File: config.mk
export PLATFORM = sky130hd
export DESIGN_NAME = pipeline_lane
export DESIGN_NICKNAME = d
export VERILOG_FILES = /design/src/rtl/lane_pkg.sv /design/src/rtl/lane_stage_reg.sv /design/src/rtl/pipeline_lane.sv
export SDC_FILE = /design/constraint.sdc
export NUM_CORES = 1
export LEC_CHECK = 0
export CAP_MARGIN = 20
export CELL_PAD_IN_SITES_DETAIL_PLACEMENT = 0
export CELL_PAD_IN_SITES_GLOBAL_PLACEMENT = 1
export CORE_MARGIN = 2
export CORE_UTILIZATION = 55
export CTS_BUF_LIST = sky130_fd_sc_hd__clkbuf_2 sky130_fd_sc_hd__clkbuf_4 sky130_fd_sc_hd__clkbuf_8
export DETAILED_ROUTE_END_ITERATION = 7
export DONT_BUFFER_PORTS = 1
export PLACE_DENSITY_LB_ADDON = 0.1
export SYNTH_ARGS = -nofsm -noshare
export SYNTH_HDL_FRONTEND = slang
export SYNTH_HIERARCHICAL = 1
export SYNTH_SLANG_ARGS = --single-unit
File: constraint.sdc
create_clock -name clk -period 3.6 [get_ports clk]
set_clock_uncertainty 0.15 [all_clocks]
set_input_delay 0.36 -clock clk [delete_from_list [all_inputs] [get_ports clk]]
set_output_delay 0.36 -clock clk [all_outputs]
set_load 0.01 [all_outputs]
File: src/rtl/lane_pkg.sv
// Shared definitions for the pipeline feed lane: default beat width,
// the beat record and the stall counter width.
package lane_pkg;

  localparam int LANE_DATA_W = 32;
  localparam int STALL_CNT_W = 16;

  typedef struct packed {
    logic                   valid;
    logic                   flush;
    logic [LANE_DATA_W-1:0] data;
  } lane_beat_t;

endpackage

File: src/rtl/lane_stage_reg.sv
// One lockstep stage of the feed lane: clear beats load beats hold.
// An invalid beat is always stored as all-zero flush and data.
module lane_stage_reg
  import lane_pkg::*;
#(
  parameter int DATA_W = LANE_DATA_W
) (
  input  logic              clk,
  input  logic              reset,
  input  logic              clear_i,
  input  logic              load_i,
  input  logic              valid_i,
  input  logic              flush_i,
  input  logic [DATA_W-1:0] data_i,
  output logic              valid_o,
  output logic              flush_o,
  output logic [DATA_W-1:0] data_o
);

  logic              valid_q, valid_d;
  logic              flush_q, flush_d;
  logic [DATA_W-1:0] data_q,  data_d;

  always_comb begin
    valid_d = valid_q;
    flush_d = flush_q;
    data_d  = data_q;
    if (clear_i) begin
      valid_d = 1'b0;
      flush_d = 1'b0;
      data_d  = '0;
    end else if (load_i) begin
      valid_d = valid_i;
      flush_d = valid_i & flush_i;
      data_d  = valid_i ? data_i : '0;
    end
  end

  always_ff @(posedge clk or posedge reset) begin
    if (reset) begin
      valid_q <= 1'b0;
      flush_q <= 1'b0;
      data_q  <= '0;
    end else begin
      valid_q <= valid_d;
      flush_q <= flush_d;
      data_q  <= data_d;
    end
  end

  assign valid_o = valid_q;
  assign flush_o = flush_q;
  assign data_o  = data_q;

endmodule

File: src/rtl/pipeline_lane.sv
// DEPTH-stage lockstep feed lane in front of the shared resource; head beat
// is driven straight from registers. Stall counter: PIPELINE_LANE_STALL_CNT_EN.
module pipeline_lane
  import lane_pkg::*;
#(
  parameter int  DATA_W = LANE_DATA_W,
  parameter int  DEPTH  = 3,
  localparam int OCC_W  = $clog2(DEPTH + 1)
) (
  input  logic                   clk,
  input  logic                   reset,
  input  logic [DATA_W-1:0]      src_data,
  input  logic                   src_valid,
  input  logic                   src_flush,
  output logic                   src_ready,
  input  logic                   kill,
  input  logic                   global_stall,
  output logic [DATA_W-1:0]      out_data,
  output logic                   out_valid,
  output logic                   out_flush,
  output logic [OCC_W-1:0]       occupancy,
  output logic [STALL_CNT_W-1:0] stall_cycles
);

  logic              advance;
  logic              load;
  logic [DEPTH-1:0]  valid_q;
  logic [DEPTH-1:0]  flush_q;
  logic [DATA_W-1:0] data_q [DEPTH];
  logic [OCC_W-1:0]  occ_q, occ_d;

  assign advance   = !global_stall;
  assign load      = advance && !kill;
  assign src_ready = load;

  for (genvar gi = 0; gi < DEPTH; gi++) begin : g_stage
    logic              v_in;
    logic              f_in;
    logic [DATA_W-1:0] d_in;

    if (gi == 0) begin : g_entry
      assign v_in = src_valid;
      assign f_in = src_valid & src_flush;
      assign d_in = src_valid ? src_data : '0;
    end else begin : g_chain
      assign v_in = valid_q[gi-1];
      assign f_in = flush_q[gi-1];
      assign d_in = data_q[gi-1];
    end

    lane_stage_reg #(.DATA_W(DATA_W)) u_stage (
      .clk     (clk),
      .reset   (reset),
      .clear_i (kill),
      .load_i  (load),
      .valid_i (v_in),
      .flush_i (f_in),
      .data_i  (d_in),
      .valid_o (valid_q[gi]),
      .flush_o (flush_q[gi]),
      .data_o  (data_q[gi])
    );
  end

  assign out_valid = valid_q[DEPTH-1];
  assign out_flush = flush_q[DEPTH-1];
  assign out_data  = data_q[DEPTH-1];

  // On advance the head leaves and the source beat (if any) enters.
  always_comb begin
    occ_d = occ_q;
    if (kill) begin
      occ_d = '0;
    end else if (advance) begin
      occ_d = occ_q - OCC_W'(valid_q[DEPTH-1]) + OCC_W'(src_valid);
    end
  end

  always_ff @(posedge clk or posedge reset) begin
    if (reset) begin
      occ_q <= '0;
    end else begin
      occ_q <= occ_d;
    end
  end

  assign occupancy = occ_q;

`ifdef PIPELINE_LANE_STALL_CNT_EN
  logic [STALL_CNT_W-1:0] stall_cnt_q, stall_cnt_d;

  always_comb begin
    stall_cnt_d = stall_cnt_q;
    if (global_stall && out_valid && (stall_cnt_q != '1)) begin
      stall_cnt_d = stall_cnt_q + 1'b1;
    end
  end

  always_ff @(posedge clk or posedge reset) begin
    if (reset) begin
      stall_cnt_q <= '0;
    end else begin
      stall_cnt_q <= stall_cnt_d;
    end
  end

  assign stall_cycles = stall_cnt_q;
`else
  assign stall_cycles = '0;
`endif

endmodule
---- After elaboration in Yosys (flattened, before gate mapping) ----
Cells that the tools add are included.
W data, S select, Z words.
storage, ports and cells
  register bits after elaboration ......... 104
  latch bits .............................. 0
  word-level logic and storage cells ...... 44
  output and inout port bits .............. 53
  input port bits ......................... 38
  ROM bits ................................ 0
  memories ................................ 0
  RAM bits ................................ 0
operators by class
  add/sub/neg operators ................... 2
  $mul .................................... 0
  bitwise operators ....................... 4
  magnitude comparators ................... 0
  div/mod/pow operators ................... 0
  muxes and demuxes ....................... 23
  eq/ne operators ......................... 1
  reductions and logical operators ........ 4
  shifts and indexed selects .............. 0
operator list
  cell                  count
  $mux W32              9
  $mux W1               12
  $and A1 B1 Y1         4
  $mux W2               2
  $add A2 B1 Y2         1
  $logic_not A1 Y1      2
  $ne A2 B2 Y1 const B  1
  $reduce_bool A2 Y1    1
  $sub A2 B1 Y2         1
  $logic_and A1 B1 Y1   1

---- Logic depth before layout (Yosys ltp) ----
Gate-level depths: netlist (run 1).
  word-level depth ........................ 4
  depth in mapped cells ................... 7
  depth with buffers taken out ............ 7

---- Cells and area by module ----
Netlist (run 1), hierarchy kept.
by module, submodules not included
  module          area an instance (µm²)  instances  seq. area each (µm²)  cells an instance
  lane_stage_reg  1,393.8                 3          850.8                 122
  pipeline_lane   470.5                   1          50.0                  67

---- Least setup slack after synthesis (run 1) ----
Ideal clock, no wire load.
  path type ............................... register -> register
  from .................................... reg occ_q[0], in the netlist occupancy[0]
  to ...................................... reg occ_q[1], in the netlist occupancy[1]
  library setup time ...................... 77 ps
  slack ................................... 1,930 ps
  stages on the path, launching flop included .. 8
  path buffers ............................ 0
  period minus slack after synthesis ...... 1,670 ps
  required time ........................... 3,373 ps
  arrival time ............................ 1,443 ps
  path through ............................ dfrtp_1 -> inv_1 -> ha_1 -> inv_1 -> ha_1 -> xnor2_1 -> or3_1 -> a21oi_1
between the ends
  longest elaborated chain between the ends .. 4
ends and longest elaborated chain
  item                      line                 source
  start: declaration        pipeline_lane.sv:30  logic [OCC_W-1:0] occ_q, occ_d;
  start signal: assignment  pipeline_lane.sv:81  occ_q <= '0;
  start signal: assignment  pipeline_lane.sv:83  occ_q <= occ_d;
  $sub A2 B1 Y2             pipeline_lane.sv:75  occ_d = occ_q - OCC_W'(valid_q[DEPTH-1]) + OCC_W'(src_valid);
  $add A2 B1 Y2             pipeline_lane.sv:75
  $mux W2                   pipeline_lane.sv:74  end else if (advance) begin
  $mux W2                   pipeline_lane.sv:72  if (kill) begin
No other way between the ends. The select of a mux whose other input is x is not followed.
A chain may end at the register's enable or synchronous reset.

---- Worst setup path after layout (run 1) ----
  from .................................... in kill
  to ...................................... out src_ready
between the ends
  longest elaborated chain between the ends .. 2
ends and longest elaborated chain
  item                 line                 source
  start: declaration   pipeline_lane.sv:16  input logic kill,
  $logic_not A1 Y1     pipeline_lane.sv:33  assign load = advance && !kill;
  $logic_and A1 B1 Y1  pipeline_lane.sv:33
  end: declaration     pipeline_lane.sv:15  output logic src_ready,
No other way between the ends.

==> results of run 1 <==
-- cells in the final DEF, fill, tap and decap left out, types with 2 or more instances in the layout --
master	instances
conb_1	16
ha_1	2
inv_6	4
a32o_1	42
nor2_2	3
mux2i_1	4
buf_16	2
inv_1	6
dfrtp_1	104
a21oi_1	58
nand2b_1	57
nor2b_2	3
buf_4	12
dlygate4sd3_1	3
clkbuf_8	9
nor2_1	4
and2_1	33
nand3_1	57
-- power by group through the flow --
stage / Combinational, mW / Sequential (mW) / Clock [mW]
floorplan: 0.132 / 1.20 / 0
global placement: 0.121 / 1.21 / 0
detailed placement: 0.127 / 1.21 / 0
CTS: 0.145 / 1.19 / 0.709
global route: 0.163 / 1.19 / 0.770
finish: 0.144 / 1.19 / 0.689
-- stage by stage --
stage	utilization, %	total power [mW]
floorplan	-	1.34
global placement	56.3	1.33
detailed placement	56.6	1.34
CTS	59.4	2.04
global route	59.5	2.12
finish	59.5	2.02
-- synth_stat cells (all sizes together) --
library cell    n  area, um2
buf            37        248
nor2b           3       26.3
conb            1       3.75
or3             1       6.26
and2           33        206
nor2            8       37.5
a21oi          58        290
nand2b         57        357
ha              2       25.0
clkbuf         18       67.6
a32o           42        420
o21ai           1       5.00
nand3          57        285
mux2i           4       40.0
xnor2           1       8.76
inv             6       22.5
dfrtp         104       2600
-- cell type report --
type	instances	share of cell area [%]
Sequential cell	104	53.2
Multi-Input combinational cell	283	36.3
Timing Repair Buffer	17	3.58
Tap cell	105	2.69
Clock buffer	9	2.53
Clock inverter	7	1.20
Inverter	6	0.461
-- routing by layer --
layer / wire length (um) / vias to the layer above
li1: - / 1466
met1: 4980 / 1477
met2: 3880 / 89
met3: 516 / 5
met4: 60 / 0
met5: 0 / -
-- registers in the layout, summed over array words and instances, names as in the netlist --
register / flops
g_stage.u_stage/data_o: 96
occupancy: 2
g_stage.u_stage/valid_o: 3
g_stage.u_stage/flush_o: 3
-- worst reg2reg max path, stage by stage (launching register included) --
cell,delay (ns)
dfrtp_1,0.76
nor2b_2,0.60
a32o_1,0.25
-- logic make-up (layout without fill, tap and decap cells) --
| logic type | count (synthesis) | count (layout) |
|---|---|---|
| muxes | 4 | 4 |
| buffers and inverters | 61 | 39 |
| xor gates and xnor gates | 1 | 1 |
| DFF | 104 | 104 |
| adders and majority gates | 2 | 2 |
| AOI/OAI and AO/OA | 101 | 101 |
| other | 1 | 16 |
| and+or+nand+nor | 159 | 159 |
-- worst paths after layout --
check | from | end | slack (ns)
worst max-delay path | kill | src_ready | 1.63
worst min-delay path | global_stall | occupancy[0] | 0.02
worst max register to register | g_stage[0].u_stage/valid_o | g_stage[1].u_stage/data_o[6] | 1.79
worst min register to register | g_stage[0].u_stage/data_o[0] | g_stage[0].u_stage/data_o[0] | 0.35
max in group asynchronous | reset | g_stage[2].u_stage/data_o[5] | 2.17
min in group asynchronous | reset | occupancy[0] | 0.20
==> summary.json, run 1 <==
{
  "run_status": "finished, final reports clean",
  "postSynthAreaPerCell_um2": 10.7,
  "crit_slowest_cell": "nor2_4",
  "unrepaired_setup_endpoints_after_global_routing": "false",
  "number_of_global_route_vias_before_repair": 2779,
  "leftover_overflow_at_the_end_of_global_routing": 0,
  "worstPathMaxFanout": 40,
  "clock_latency_ns": 0.36,
  "clock_power_share_pct": 34.1,
  "fin_crit_sh_pct": 54.6,
  "postcts_resize_cnt": 0,
  "dp_hpwl_mm": 6.22,
  "netlist_instances": 433,
  "final_net_count": 461,
  "worst_hold_path_type": "in2reg",
  "dp_worst_setup_slack_ns": 1.60,
  "min_delay_path_depth": 2,
  "post_synthesis_to_final_layout_area_growth_pct": 5.11,
  "yosys.area_share.xor_xnor_pct": 0.188,
  "synth_top_family_by_area": "simple AND/OR/NAND/NOR gates",
  "worst_pin_slew_ns": 0.872,
  "p_leak_nw": 2.08,
  "unique_masters_post_synth": 19,
  "chipHeight_um": 96.0,
  "power_dens_cells_nw_per_um2": 413,
  "gr-max-usage-layer": "met1",
  "fin_setup_tns_ns": 0,
  "grt_start_max_net_pins": 63,
  "irDropWorstVdd_v": 0.000181,
  "timing.critical_path.depth": 2,
  "final.fill_count": 752,
  "port_buffer_count": 0,
  "setup_slack_ns": 1.63,
  "relSlewSlack_pct": 41.7,
  "route.detailed.drc": 0,
  "clock_tree.root_cell": "clkbuf_8",
  "setup_viol": 0,
  "wirelength_mm": 9.43,
  "grt_antenna_before_repair": 0,
  "dr_total_vias": 3037,
  "start_util_pct": 56.6,
  "tritoncts": "done",
  "dpl-instance-area_um2": 4650,
  "post-route-cell-area_um2": 4890,
  "dieArea_um2": 9210,
  "core_area_um2": 8220,
  "worst_path_largest_cell_delay_ns": 0.66,
  "yosys.area_share.simple_pct": 19.7,
  "placed_cells": 511,
  "fin_cells": 531,
  "die-width_um": 96.0,
  "ys_ff_latch": 104,
  "worst_setup_path_end_kind": "primary output",
  "finalMaxSlewViolations": 0,
  "synth_area_um2": 4650,
  "grt_pass1_wl_mm": 15.3,
  "synth_compound_area_share_pct": 15.4,
  "drt.antenna.violating_nets": 0,
  "fmax_ghz": 0.508,
  "cts-root-to-sink-buffers": 2,
  "rows": 33,
  "post_route_cells_drive_above_1_share_pct": 8.69,
  "crit_path_buf_inv_count": 1,
  "grtUsageMet3_pct": 5.25,
  "numClockSinks": 104,
  "clock_tree.htree_level_count": 3,
  "grt_use_met2_pct": 26.3,
  "path_class": "in2out",
  "cp_top_family": "simple AND/OR/NAND/NOR gates",
  "critPathLaunchType": "input port",
  "num_antenna_cells": 0,
  "power_switching_share_pct": 26.2,
  "avgRoutedWirePerCell_um": 17.8,
  "drt_iter0_drc": 188,
  "timing_hold_violations_final": 0,
  "setup_fix_bufs_post_cts": 0,
  "synth-adder-area-share_pct": 0.538,
  "numCtsBuffers": 9,
  "share_comb_of_total_power_pct": 7.1,
  "post_route_hold_slack_ns": 0.0161,
  "worst-endpoint-arrival_ns": 1.46,
  "drt-vias-per-instance": 5.72,
  "worstRegToRegCells": 2,
  "grtUsageMet1_pct": 37.7,
  "groute.usage.overall_pct": 21.9,
  "synth-warning-count": 6,
  "crit_chain": "nor2_4, buf_4",
  "synth_mux_area_share_pct": 0.861,
  "yosysSeqAreaShare_pct": 55.9,
  "worst_setup_hold_path_clk_slew_ns": 0.10,
  "seqCellArea_um2": 2600,
  "p_sw_mw": 0.529,
  "sequentialPowerShare_pct": 58.8,
  "critPathRequiredTime_ns": 3.09,
  "internal_power_mw": 1.49,
  "drt_pass1_iterations": 5,
  "boundaryPins": 91,
  "timing.final.crit_period_ns": 1.97,
  "multi_input_comb_area_um2": 1780,
  "max_cap_violations": 0,
  "routabilityCongestion": 0.702,
  "cts_hold_repair.buffers": 3
}
(Power assumes the default switching activity.)
==> run 2: changes to the inputs <==
Settings changed: CORE_UTILIZATION 55 to 51.
Clock period 3.6 ns to 1.9 ns, I/O delays scaled along.
==> run 2 against run 1 <==
Compared with the run above:
- sequential share of layout area is 3.8 points lower
- die area is 7.5% higher
- sequential power is 88% higher
- final cell count is 6.6% higher
- via count grew 7.2%
- register-to-register slack worse by 1.7 ns
- power rose by 94%
- clock power is 92% higher
- non-clock buffer count grew 32
- routed wire length is 5.1% higher
- design area grew 7.6%
- global-route usage down 0.95 points
- critical path type is now reg2reg
- critical endpoint is now occupancy[1]
- largest cell class unchanged
==> summary.json, run 2 (synthesized netlist as in run 1, its figures left out) <==
{
  "leftover_overflow_at_the_end_of_global_routing": {"value": 0, "change": "unchanged"},
  "grt_start_max_net_pins": {"value": 63, "change": "unchanged"},
  "groute.usage.overall": {"value": 20.9, "unit": "%", "change": "-0.95 points"},
  "critPathLaunchType": "flop",
  "clock_latency": {"value": 0.37, "unit": "ns", "change": "about the same"},
  "number_of_global_route_vias_before_repair": {"value": 2953, "change": "+6.3%"},
  "drt_iter0_drc": {"value": 253, "change": "+35%"},
  "worstPathMaxFanout": {"value": 3, "change": "-93%"},
  "boundaryPins": {"value": 91, "change": "unchanged"},
  "drt.antenna.violating_nets": {"value": 0, "change": "unchanged"},
  "p_leak": {"value": 2.21, "unit": "nW", "change": "+6.2%"},
  "internal_power": {"value": 2.87, "unit": "mW", "change": "+93%"},
  "p_sw": {"value": 1.04, "unit": "mW", "change": "+96%"},
  "cts-root-to-sink-buffers": {"value": 2, "change": "unchanged"},
  "port_buffer_count": {"value": 0, "change": "unchanged"},
  "relSlewSlack": {"value": 59.2, "unit": "%", "change": "+17 points"},
  "post-route-cell-area": {"value": 5260, "unit": "um2", "change": "+7.6%"},
  "drt_pass1_iterations": {"value": 5, "change": "unchanged"},
  "die-width": {"value": 99.5, "unit": "um", "change": "+3.7%"},
  "unrepaired_setup_endpoints_after_global_routing": "true",
  "timing.final.crit_period_ns": 1.81,
  "clock_power_share": {"value": 33.8, "unit": "%", "change": "-0.3 points"},
  "wirelength": {"value": 9.92, "unit": "mm", "change": "+5.1%"},
  "power.total": {"value": 3.91, "unit": "mW", "change": "+94%"},
  "seqCellArea": {"value": 2600, "unit": "um2", "change": "unchanged"},
  "path_class": "reg2reg",
  "drt-vias-per-instance": {"value": 5.75, "change": "+0.61%"},
  "fin_crit_sh_pct": 95.2,
  "max_cap_violations": {"value": 0, "change": "unchanged"},
  "timing_hold_violations_final": {"value": 0, "change": "unchanged"},
  "setup_viol": {"value": 0, "change": "unchanged"},
  "num_antenna_cells": {"value": 0, "change": "unchanged"},
  "dp_hpwl": {"value": 6.07, "unit": "mm", "change": "-2.5%"},
  "tritoncts": "done",
  "clock_tree.htree_level_count": {"value": 3, "change": "unchanged"},
  "route.detailed.drc": {"value": 0, "change": "unchanged"},
  "avgRoutedWirePerCell": {"value": 17.5, "unit": "um", "change": "-1.4%"},
  "clock_tree.root_cell": "clkbuf_8",
  "post_route_hold_slack": {"value": 0.0132, "unit": "ns", "change": "-0.00296 ns"},
  "multi_input_comb_area": {"value": 1790, "unit": "um2", "change": "+1.1%"},
  "run_status": "finished, final reports clean",
  "sequentialPowerShare": {"value": 57.3, "unit": "%", "change": "-1.5 points"},
  "finalMaxSlewViolations": {"value": 0, "change": "unchanged"},
  "irDropWorstVdd": {"value": 0.000403, "unit": "V", "change": "+120%"},
  "worst-endpoint-arrival": {"value": 1.96, "unit": "ns", "change": "+0.50 ns"},
  "share_comb_of_total_power": {"value": 8.8, "unit": "%", "change": "+1.7 points"},
  "rows": {"value": 34, "change": "+3.0%"},
  "final_net_count": {"value": 493, "change": "+6.9%"},
  "dr_total_vias": {"value": 3257, "change": "+7.2%"},
  "numClockSinks": {"value": 104, "change": "unchanged"},
  "worst_setup_hold_path_clk_slew": {"value": 0.10, "unit": "ns", "change": "about the same"},
  "mostFrequentLayoutCell": "dfrtp_1",
  "post_synthesis_to_final_layout_area_growth_pct": 13.1,
  "critPathRequiredTime": {"value": 2.06, "unit": "ns", "change": "-1.03 ns"},
  "power_dens_cells": {"value": 743, "unit": "nW/um2", "change": "+80%"},
  "numCtsBuffers": {"value": 9, "change": "unchanged"},
  "setup_fix_bufs_post_cts": {"value": 0, "change": "unchanged"},
  "fmax_ghz": 0.553,
  "dieArea": {"value": 9900, "unit": "um2", "change": "+7.5%"},
  "dpl-instance-area": {"value": 4620, "unit": "um2", "change": "-0.62%"},
  "post_route_cells_drive_above_1_share": {"value": 8.08, "unit": "%", "change": "-0.61 points"},
  "chipHeight": {"value": 99.5, "unit": "um", "change": "+3.7%"},
  "final.fill_count": {"value": 790, "change": "+5.1%"},
  "largest_reg_flops": {"value": 96, "change": "unchanged"},
  "worst_hold_path_type": "in2async",
  "routabilityCongestion": {"value": 0.737, "change": "+5.0%"},
  "worst_pin_slew": {"value": 0.611, "unit": "ns", "change": "-0.261 ns"},
  "start_util": {"value": 53.1, "unit": "%", "change": "-3.5 points"},
  "worst_setup_path_end_kind": "flop",
  "power_switching_share": {"value": 26.5, "unit": "%", "change": "+0.30 points"},
  "grt_antenna_before_repair": {"value": 0, "change": "unchanged"},
  "core_area": {"value": 8760, "unit": "um2", "change": "+6.7%"},
  "layout_common_cells": "dfrtp_1, nand2b_1, nand3_1, a21oi_1, a32o_1",
  "grt_pass1_wl": {"value": 16.2, "unit": "mm", "change": "+6.1%"}
}
==> run 2: cell types whose count changed in the layout (fill, tap and decap cells not counted), sizes merged <==
cell         before  now
buf              14   10
dlygate4sd3       3   39
==> run 2: cell type report <==
cell class / count / share of cell area [%]
inverter: 6 / 0.428
clock buffer: 9 / 2.35
sequential: 104 / 49.5
timing repair buffer: 49 / 9.94
tap: 108 / 2.57
clock inverter: 7 / 1.17
multi-input combinational: 283 / 34.1
==> run 2: repair_timing <==
item                                    CTS  global route
hold buffers                             41             0
endpoints found under the setup margin    0             1
gates resized for setup                   0             4
endpoints found under the hold margin   180             0
==> run 2: path summary, 6_finish.rpt <==
kind                                          startpoint                            end  slack (ns)  cells past startpoint
hold reg to reg            g_stage[0].u_stage/data_o[31]  g_stage[0].u_stage/data_o[31]        0.37                      1
hold / removal                                     reset     g_stage[2].u_stage/valid_o        0.01                      2
setup / recovery                            occupancy[0]                   occupancy[1]        0.09                      7
setup reg to reg                            occupancy[0]                   occupancy[1]        0.09                      7
min in group clk                                    kill  g_stage[0].u_stage/data_o[25]        0.03                      2
max in group asynchronous                          reset  g_stage[2].u_stage/data_o[30]        0.99                      3
==> run 2: critical path: stages (launching register included) <==
cell and delay, ns:
dfrtp_1 0.43, inv_1 0.06, ha_1 0.27, inv_1 0.04, ha_2 0.17, xnor2_2 0.14, or3_4 0.37, a21oi_2 0.11
==> run 2: metrics by stage <==
stage	TNS, ns	std cells	util, %	setup WS (ns)
final	0	566	60.1	0.0911
after global routing	-0.0106	566	60.1	-0.0106
after CTS	0	566	59.8	0.126
after detailed placement	0	509	52.7	0.131
after global placement	0	509	52.7	0.201
after floorplan	0	448	-	0.230
==> run 2: power groups by stage <==
stage          sequential, mW  clock [mW]  combinational (mW)
2_1_floorplan            2.28           0               0.250
3_3_place_gp             2.28           0               0.236
3_5_place_dp             2.29           0               0.239
4_1_cts                  2.24        1.36               0.345
5_1_grt                  2.24        1.46               0.386
6_report                 2.24        1.32               0.346
==> run 2: per-layer routing <==
metal | vias to the layer above | GRT usage [%] | share of wire (%) | wire length (um)
met5 | - | 0 | 0 | 0
met4 | 0 | 6.32 | 1.3 | 127
met3 | 8 | 4.29 | 6.0 | 593
met2 | 113 | 26.4 | 41 | 4070
met1 | 1599 | 35.5 | 52 | 5130
li1 | 1537 | - | - | -
==> run 3: changes to the inputs <==
Settings changed: CORE_UTILIZATION 51 to 40, CTS_CLUSTER_DIAMETER from default to 100, SYNTH_HIERARCHICAL 1 to default.
==> run 3 against run 2 <==
Compared with the run above:
- largest cell class unchanged
- core utilization fell by 7.1 points
- routed wire length rose by 11%
- final cell count rose by 25%
- critical endpoint unchanged
- highest routed layer unchanged
- sequential power barely moved
- count of clock-buffer cells in the layout rose by 4
- clock power rose by 17%
- maximum frequency rose by 2.0%
- sequential cell count did not move
- design area rose by 14%
- worst setup slack improved by 0.036 ns
- largest power group unchanged
- critical path depth did not move
==> summary.json, run 3 <==
{
  "run_status": "finished, final reports clean",
  "clock_tree.htree_level_count": {"value": 3, "change": "unchanged"},
  "worst_pin_slew": {"value": 0.580, "unit": "ns", "change": "-0.0307 ns"},
  "max_cap_violations": {"value": 0, "change": "unchanged"},
  "grt_antenna_before_repair": {"value": 0, "change": "unchanged"},
  "finalMaxSlewViolations": {"value": 0, "change": "unchanged"},
  "unique_masters_post_synth": {"value": 18, "change": "-1"},
  "drt_iter0_drc": {"value": 281, "change": "+11%"},
  "clock_latency": {"value": 0.37, "unit": "ns", "change": "about the same"},
  "synth_flop_cell": "dfrtp_1",
  "netlist_instances": {"value": 478, "change": "+10%"},
  "post_synthesis_to_final_layout_area_growth_pct": 30.1,
  "relSlewSlack": {"value": 61.3, "unit": "%", "change": "+2.1 points"},
  "synth_area": {"value": 4630, "unit": "um2", "change": "-0.51%"},
  "worst_hold_path_type": "in2reg",
  "layout_common_cells": "dlygate4sd3_1, dfrtp_1, a21oi_1",
  "worst_setup_path_end_kind": "flop",
  "setup_viol": {"value": 0, "change": "unchanged"},
  "synth-warning-count": {"value": 0, "change": "-6"},
  "num_antenna_cells": {"value": 0, "change": "unchanged"},
  "dp_worst_setup_slack": {"value": 0.126, "unit": "ns", "change": "-0.00491 ns"},
  "setup_slack": {"value": 0.127, "unit": "ns", "change": "+0.0361 ns"},
  "unrepaired_setup_endpoints_after_global_routing": "false",
  "synthTopCellsByCount": "dfrtp_1, a21oi_1, nand2_1, nand3b_1, buf_2",
  "tritoncts": "done",
  "irDropWorstVdd": {"value": 0.000360, "unit": "V", "change": "-11%"},
  "yosysSeqAreaShare": {"value": 56.2, "unit": "%", "change": "+0.29 points"},
  "drt_pass1_iterations": {"value": 4, "change": "-1"},
  "drt-vias-per-instance": {"value": 5.19, "change": "-9.9%"},
  "grt_start_max_net_pins": {"value": 110, "change": "+75%"},
  "leftover_overflow_at_the_end_of_global_routing": {"value": 0, "change": "unchanged"},
  "avgRoutedWirePerCell": {"value": 15.5, "unit": "um", "change": "-11%"},
  "worst_setup_hold_path_clk_slew": {"value": 0.09, "unit": "ns", "change": "about the same"},
  "fin_crit_sh": {"value": 93.3, "unit": "%", "change": "-1.9 points"},
  "proportion_of_netlist_area_held_by_the_largest_area_contributor": {"value": 56.2, "unit": "%", "change": "+0.29 points"},
  "post_route_cells_drive_above_1_share": {"value": 5.82, "unit": "%", "change": "-2.3 points"},
  "critPathLaunchType": "flop",
  "dr_total_vias": {"value": 3682, "change": "+13%"},
  "die-width": {"value": 112, "unit": "um", "change": "+12%"},
  "synth-edff-count": {"value": 0, "change": "unchanged"},
  "timing.final.crit_period": {"value": 1.77, "unit": "ns", "change": "-0.0361 ns"},
  "clock_tree.root_cell": "clkbuf_8",
  "fin_setup_tns": {"value": 0, "unit": "ns", "change": "unchanged"},
  "fmax": {"value": 0.564, "unit": "GHz", "change": "+2.0%"},
  "numCtsBuffers": {"value": 9, "change": "unchanged"},
  "power_dens_cells": {"value": 690, "unit": "nW/um2", "change": "-7.1%"},
  "number_of_global_route_vias_before_repair": {"value": 3861, "change": "+31%"},
  "core_area": {"value": 11400, "unit": "um2", "change": "+30%"},
  "timing_hold_violations_final": {"value": 0, "change": "unchanged"},
  "chipHeight": {"value": 112, "unit": "um", "change": "+12%"},
  "numClockSinks": {"value": 104, "change": "unchanged"},
  "synth_most_common_cell": "dfrtp_1",
  "grt_pass1_wl": {"value": 18.5, "unit": "mm", "change": "+14%"},
  "cts-root-to-sink-buffers": {"value": 2, "change": "unchanged"},
  "wirelength": {"value": 11.0, "unit": "mm", "change": "+11%"},
  "dieArea": {"value": 12400, "unit": "um2", "change": "+26%"},
  "p_leak": {"value": 2.44, "unit": "nW", "change": "+11%"},
  "worst-endpoint-arrival": {"value": 1.92, "unit": "ns", "change": "-0.04 ns"},
  "final.fill_count": {"value": 1099, "change": "+39%"},
  "route.detailed.drc": {"value": 0, "change": "unchanged"},
  "groute.usage.overall": {"value": 18.4, "unit": "%", "change": "-2.6 points"},
  "final_net_count": {"value": 602, "change": "+22%"},
  "boundaryPins": {"value": 91, "change": "unchanged"},
  "port_buffer_count": {"value": 0, "change": "unchanged"},
  "ys_ff_latch": {"value": 104, "change": "unchanged"},
  "rows": {"value": 39, "change": "+15%"},
  "cell_types_occupying_the_most_area_after_synthesis": "dfrtp_1, nand3b_1, a21oi_1",
  "routabilityCongestion": {"value": 0.679, "change": "-7.8%"},
  "dp_hpwl": {"value": 5.01, "unit": "mm", "change": "-17%"},
  "start_util": {"value": 40.7, "unit": "%", "change": "-12 points"},
  "largest_reg_flops": {"value": 96, "change": "unchanged"},
  "mostFrequentLayoutCell": "dlygate4sd3_1",
  "path_class": "reg2reg",
  "critPathRequiredTime": {"value": 2.05, "unit": "ns", "change": "about the same"},
  "worstPathMaxFanout": {"value": 3, "change": "unchanged"},
  "drt.antenna.violating_nets": {"value": 0, "change": "unchanged"},
  "async_reset_ff_share": {"value": 100, "unit": "%", "change": "unchanged"},
  "postSynthAreaPerCell": {"value": 9.68, "unit": "um2", "change": "-9.9%"},
  "synth_top_area_cell": "dfrtp_1"
}
[run 3: cell count changes in the layout (fill, tap and decap cells not counted), moves of 4 or more]
cell           delta
nand3b_1         +93
nand3_1          -57
dlygate4sd3_1    +65
nor2_1            +7
and2_1           -33
a21oi_1          +37
a32o_1           -42
inv_1             -4
nand2_1          +93
nand2b_1         -57
a22oi_1           +6
[run 3: where the power goes]
part / switching (mW) / internal, mW / total, mW
registers: 0.0212 / 2.24 / 2.27
clock network: 0.731 / 0.822 / 1.55
logic: 0.179 / 0.156 / 0.335
total: 0.931 / 3.22 / 4.15
[run 3: final cells by class]
cell class	instances	area [um2]	share of cell area, %
sequential	104	2600	43.2
multi-input combinational	325	1760	29.3
timing repair buffer	119	1230	20.5
tap	143	179	2.97
clock buffer	13	160	2.66
clock inverter	3	65.1	1.08
inverter	3	15.0	0.249
[run 3: per-stage QoR]
stage	power (mW)	utilization (%)	cell area, um2	std cells	hold WS, ns
global route	4.34	53.0	6020	710	0.0453
CTS	4.22	52.7	6000	708	0.0280
global placement	2.49	40.5	4600	579	0.113
detailed placement	2.49	40.5	4600	579	0.114
finish	4.15	53.0	6020	710	0.0594
floorplan	2.56	-	4690	493	0.197
[run 3: per-layer routing]
layer | vias to the layer above | part of all wire [%] | track usage (%) | routed length [um]
li1 | 1744 | - | - | -
met1 | 1863 | 46 | 22.9 | 5090
met2 | 63 | 49 | 31.7 | 5390
met3 | 12 | 3.2 | 3.48 | 350
met4 | 0 | 1.7 | 7.00 | 182
met5 | - | 0 | 0 | 0
[run 3: logic make-up (layout without fill, tap and decap cells)]
logic type | Yosys count | in the layout | synth area share (%)
other | 1 | 16 | 0.0810
XOR/XNOR | 1 | 1 | 0.189
adder cells (fa/ha/maj) | 2 | 2 | 0.541
AND/OR/NAND/NOR | 201 | 201 | 24.1
flip-flops | 104 | 104 | 56.2
AO/OA/AOI/OAI | 104 | 104 | 11.6
buffers and inverters | 64 | 138 | 7.11
multiplexers | 1 | 1 | 0.216
[run 3: timing repair]
item | in CTS | in global routing
resized for setup | 0 | 7
hold endpoints to repair | 208 | 9
setup endpoints to repair | 0 | 17
setup buffers | 0 | 6
hold buffers | 113 | 7
[run 3: path summary, 6_finish.rpt]
check / start / endpoint / slack [ns] / cells after the start
worst max-delay path: occupancy[0] / occupancy[1] / 0.13 / 7
worst min-delay path: src_valid / g_stage[0].u_stage.flush_o / 0.06 / 3
worst max register to register: occupancy[0] / occupancy[1] / 0.13 / 7
worst min register to register: g_stage[0].u_stage.data_o[14] / g_stage[0].u_stage.data_o[14] / 0.37 / 2
max in group asynchronous: reset / g_stage[1].u_stage.valid_o / 0.84 / 3
min in group asynchronous: reset / g_stage[2].u_stage.data_o[5] / 0.29 / 3
[run 3: critical path: stages (launching register included)]
cell and delay (ns):
dfrtp_1 0.44, inv_1 0.07, ha_1 0.27, inv_1 0.04
ha_1 0.18, xnor2_1 0.13, or3_1 0.30, a21oi_1 0.14
==> variant, RTL diff (settings of run 3) <==
Change the parameter `DEPTH` from 3 to 6.
--- a/src/rtl/pipeline_lane.sv
+++ b/src/rtl/pipeline_lane.sv
@@ -4,7 +4,7 @@
   import lane_pkg::*;
 #(
   parameter int  DATA_W = LANE_DATA_W,
-  parameter int  DEPTH  = 3,
+  parameter int  DEPTH  = 6,
   localparam int OCC_W  = $clog2(DEPTH + 1)
 ) (
   input  logic                   clk,
Ports: changed (resized occupancy); port bits go from 91 to 92. The function was not compared with the original's and may differ.
==> variant against run 3 <==
The flow now finishes with violations (hold timing, setup timing); sequential cell count grew 103; routed wire length grew 89%; setup slack lost 0.27 ns; synthesized cell count grew 94%; synthesized area grew 98%; total power grew 110%; non-clock buffer count grew 127; design area grew 100%; critical path type unchanged; largest cell class unchanged; largest power group unchanged.
==> variant: results (changes against run 3) <==
Net Sw Frac: 21.3% (was 22.4%)
# setup viols final: 2 (was 0)
Violated checks: hold timing, setup timing
Htree depth: 2 (was 3)
Post-Synthesis Cells: 927 (was 478)
Overall routing resource usage: 17.6% (was 18.4%)
Final hold vios: 1 (was 0)
Worst-Skew Late Latency: 0.50 ns (was 0.37 ns)
Final net count: 1161 (was 602)
Post-layout worst setup margin: -0.146 ns (was 0.127 ns)
Global placer's final weighted congestion: 0.703 (was 0.679)
Met3 GRT Util: 3.26% (was 3.48%)
Initial Util: 40.6% (was 40.7%)
Crit-path max FO: 2 (was 3)
Initial drt markers: 433 (was 281)
Crit-path max cell delay: 0.34 ns (was 0.44 ns)
Final Hold Slack: -0.139 ns (was 0.0594 ns)
Register area share after synthesis: 56.5% (was 56.2%)
Status: finished, violations left (was complete, no violations)
Reg-to-reg endpoint: occupancy[2]$_DFFE_PP0P_ (was occupancy[1]$_DFFE_PP0P_)
Number of flip-flops in the largest register: 192 (was 96)
First-pass GRT wire length: 35.5 mm (was 18.5 mm)
Pin count of the biggest net entering global routing: 362 (was 110)
Routed wire per std cell: 14.5 um (was 15.5 um)
Final std cells w/o fill: 1428 (was 710)
Fraction of layout cells with a size suffix above 1: 7.27% (was 5.82%)
Global Route met1 Usage: 25.8% (was 22.9%)
FILL cells: 2034 (was 1099)
Worst VDD drop: 0.459 mV (was 0.360 mV)
Min-Delay Endpoint: occupancy[0]$_DFFE_PP0P_ (was g_stage[0].u_stage.flush_o$_DFFE_PP0P_)
## variant: changes by cell type after synthesis, sizes merged
cell / run 3 / this run
inv: 3 / 4
nor2: 11 / 26
clkbuf: 19 / 52
a21oi: 97 / 190
nand3b: 93 / 182
nand2: 93 / 182
a22oi: 6 / 16
buf: 42 / 54
dfrtp: 104 / 207
fa: 0 / 1
nor2b: 3 / 6
## variant: final cells by class
class | instances | area (um^2) | area share (%)
Clock inverter | 2 | 10.0 | 0.0822
Timing Repair Buffer | 246 | 2500 | 20.5
Sequential cell | 207 | 5180 | 42.6
Multi-Input combinational cell | 625 | 3400 | 27.9
Tap cell | 285 | 357 | 2.93
Clock buffer | 58 | 704 | 5.79
Inverter | 4 | 18.8 | 0.154
Antenna cell | 1 | 2.50 | 0.0206
## variant: through the flow
| step | worst slack [ns] | power [W] | TNS, ns | area (um^2) | util, % |
|---|---|---|---|---|---|
| 2_1_floorplan | -1.13 | 0.00498 | -233.25 | 9230 | - |
| 3_3_place_gp | -0.0691 | 0.00480 | -0.0691 | 9080 | 40.2 |
| 3_5_place_dp | -0.141 | 0.00481 | -0.141 | 9080 | 40.2 |
| 4_1_cts | -0.148 | 0.00899 | -0.149 | 12200 | 53.9 |
| 5_1_grt | -0.272 | 0.00926 | -0.401 | 12200 | 53.9 |
| 6_report | -0.146 | 0.00886 | -0.148 | 12200 | 53.9 |
## variant: power by group through the flow
stage          registers [W]  clock network (W)  logic, W
2_1_floorplan        0.00454                  0  0.000434
3_3_place_gp         0.00454                  0  0.000258
3_5_place_dp         0.00455                  0  0.000267
4_1_cts              0.00447            0.00413  0.000397
5_1_grt              0.00447            0.00435  0.000443
6_report             0.00447            0.00400  0.000396
## variant: logic make-up (layout without fill, tap and decap cells)
logic type | count (synthesis) | count (layout) | synth area share (%)
other | 1 | 17 | 0.0409
adder cells (fa/ha/maj) | 3 | 3 | 0.491
multiplexers | 1 | 1 | 0.109
AO/OA/AOI/OAI | 207 | 207 | 11.7
AND/OR/NAND/NOR | 397 | 397 | 23.9
flip-flops | 207 | 207 | 56.5
XOR/XNOR | 1 | 1 | 0.0955
buffers and inverters | 110 | 310 | 7.16
## variant: routing by layer
layer | wire, um | share of wire, %
met1 | 10500 | 51
met2 | 9090 | 44
met3 | 819 | 3.9
met4 | 360 | 1.7
met5 | 0 | 0
## variant: repair_timing
item	in CTS	in global routing
setup endpoints to repair	2	13
setup buffers	1	1
pin swaps	0	2
resized for setup	0	5
hold endpoints to repair	414	1
## variant: worst reg2reg max path: stages, from the launching register on
cell	delay, ns
dfrtp_1	0.34
inv_1	0.05
ha_1	0.28
inv_1	0.06
ha_2	0.17
inv_2	0.04
fa_2	0.33
xnor2_1	0.14
or3_1	0.31
a21oi_1	0.13
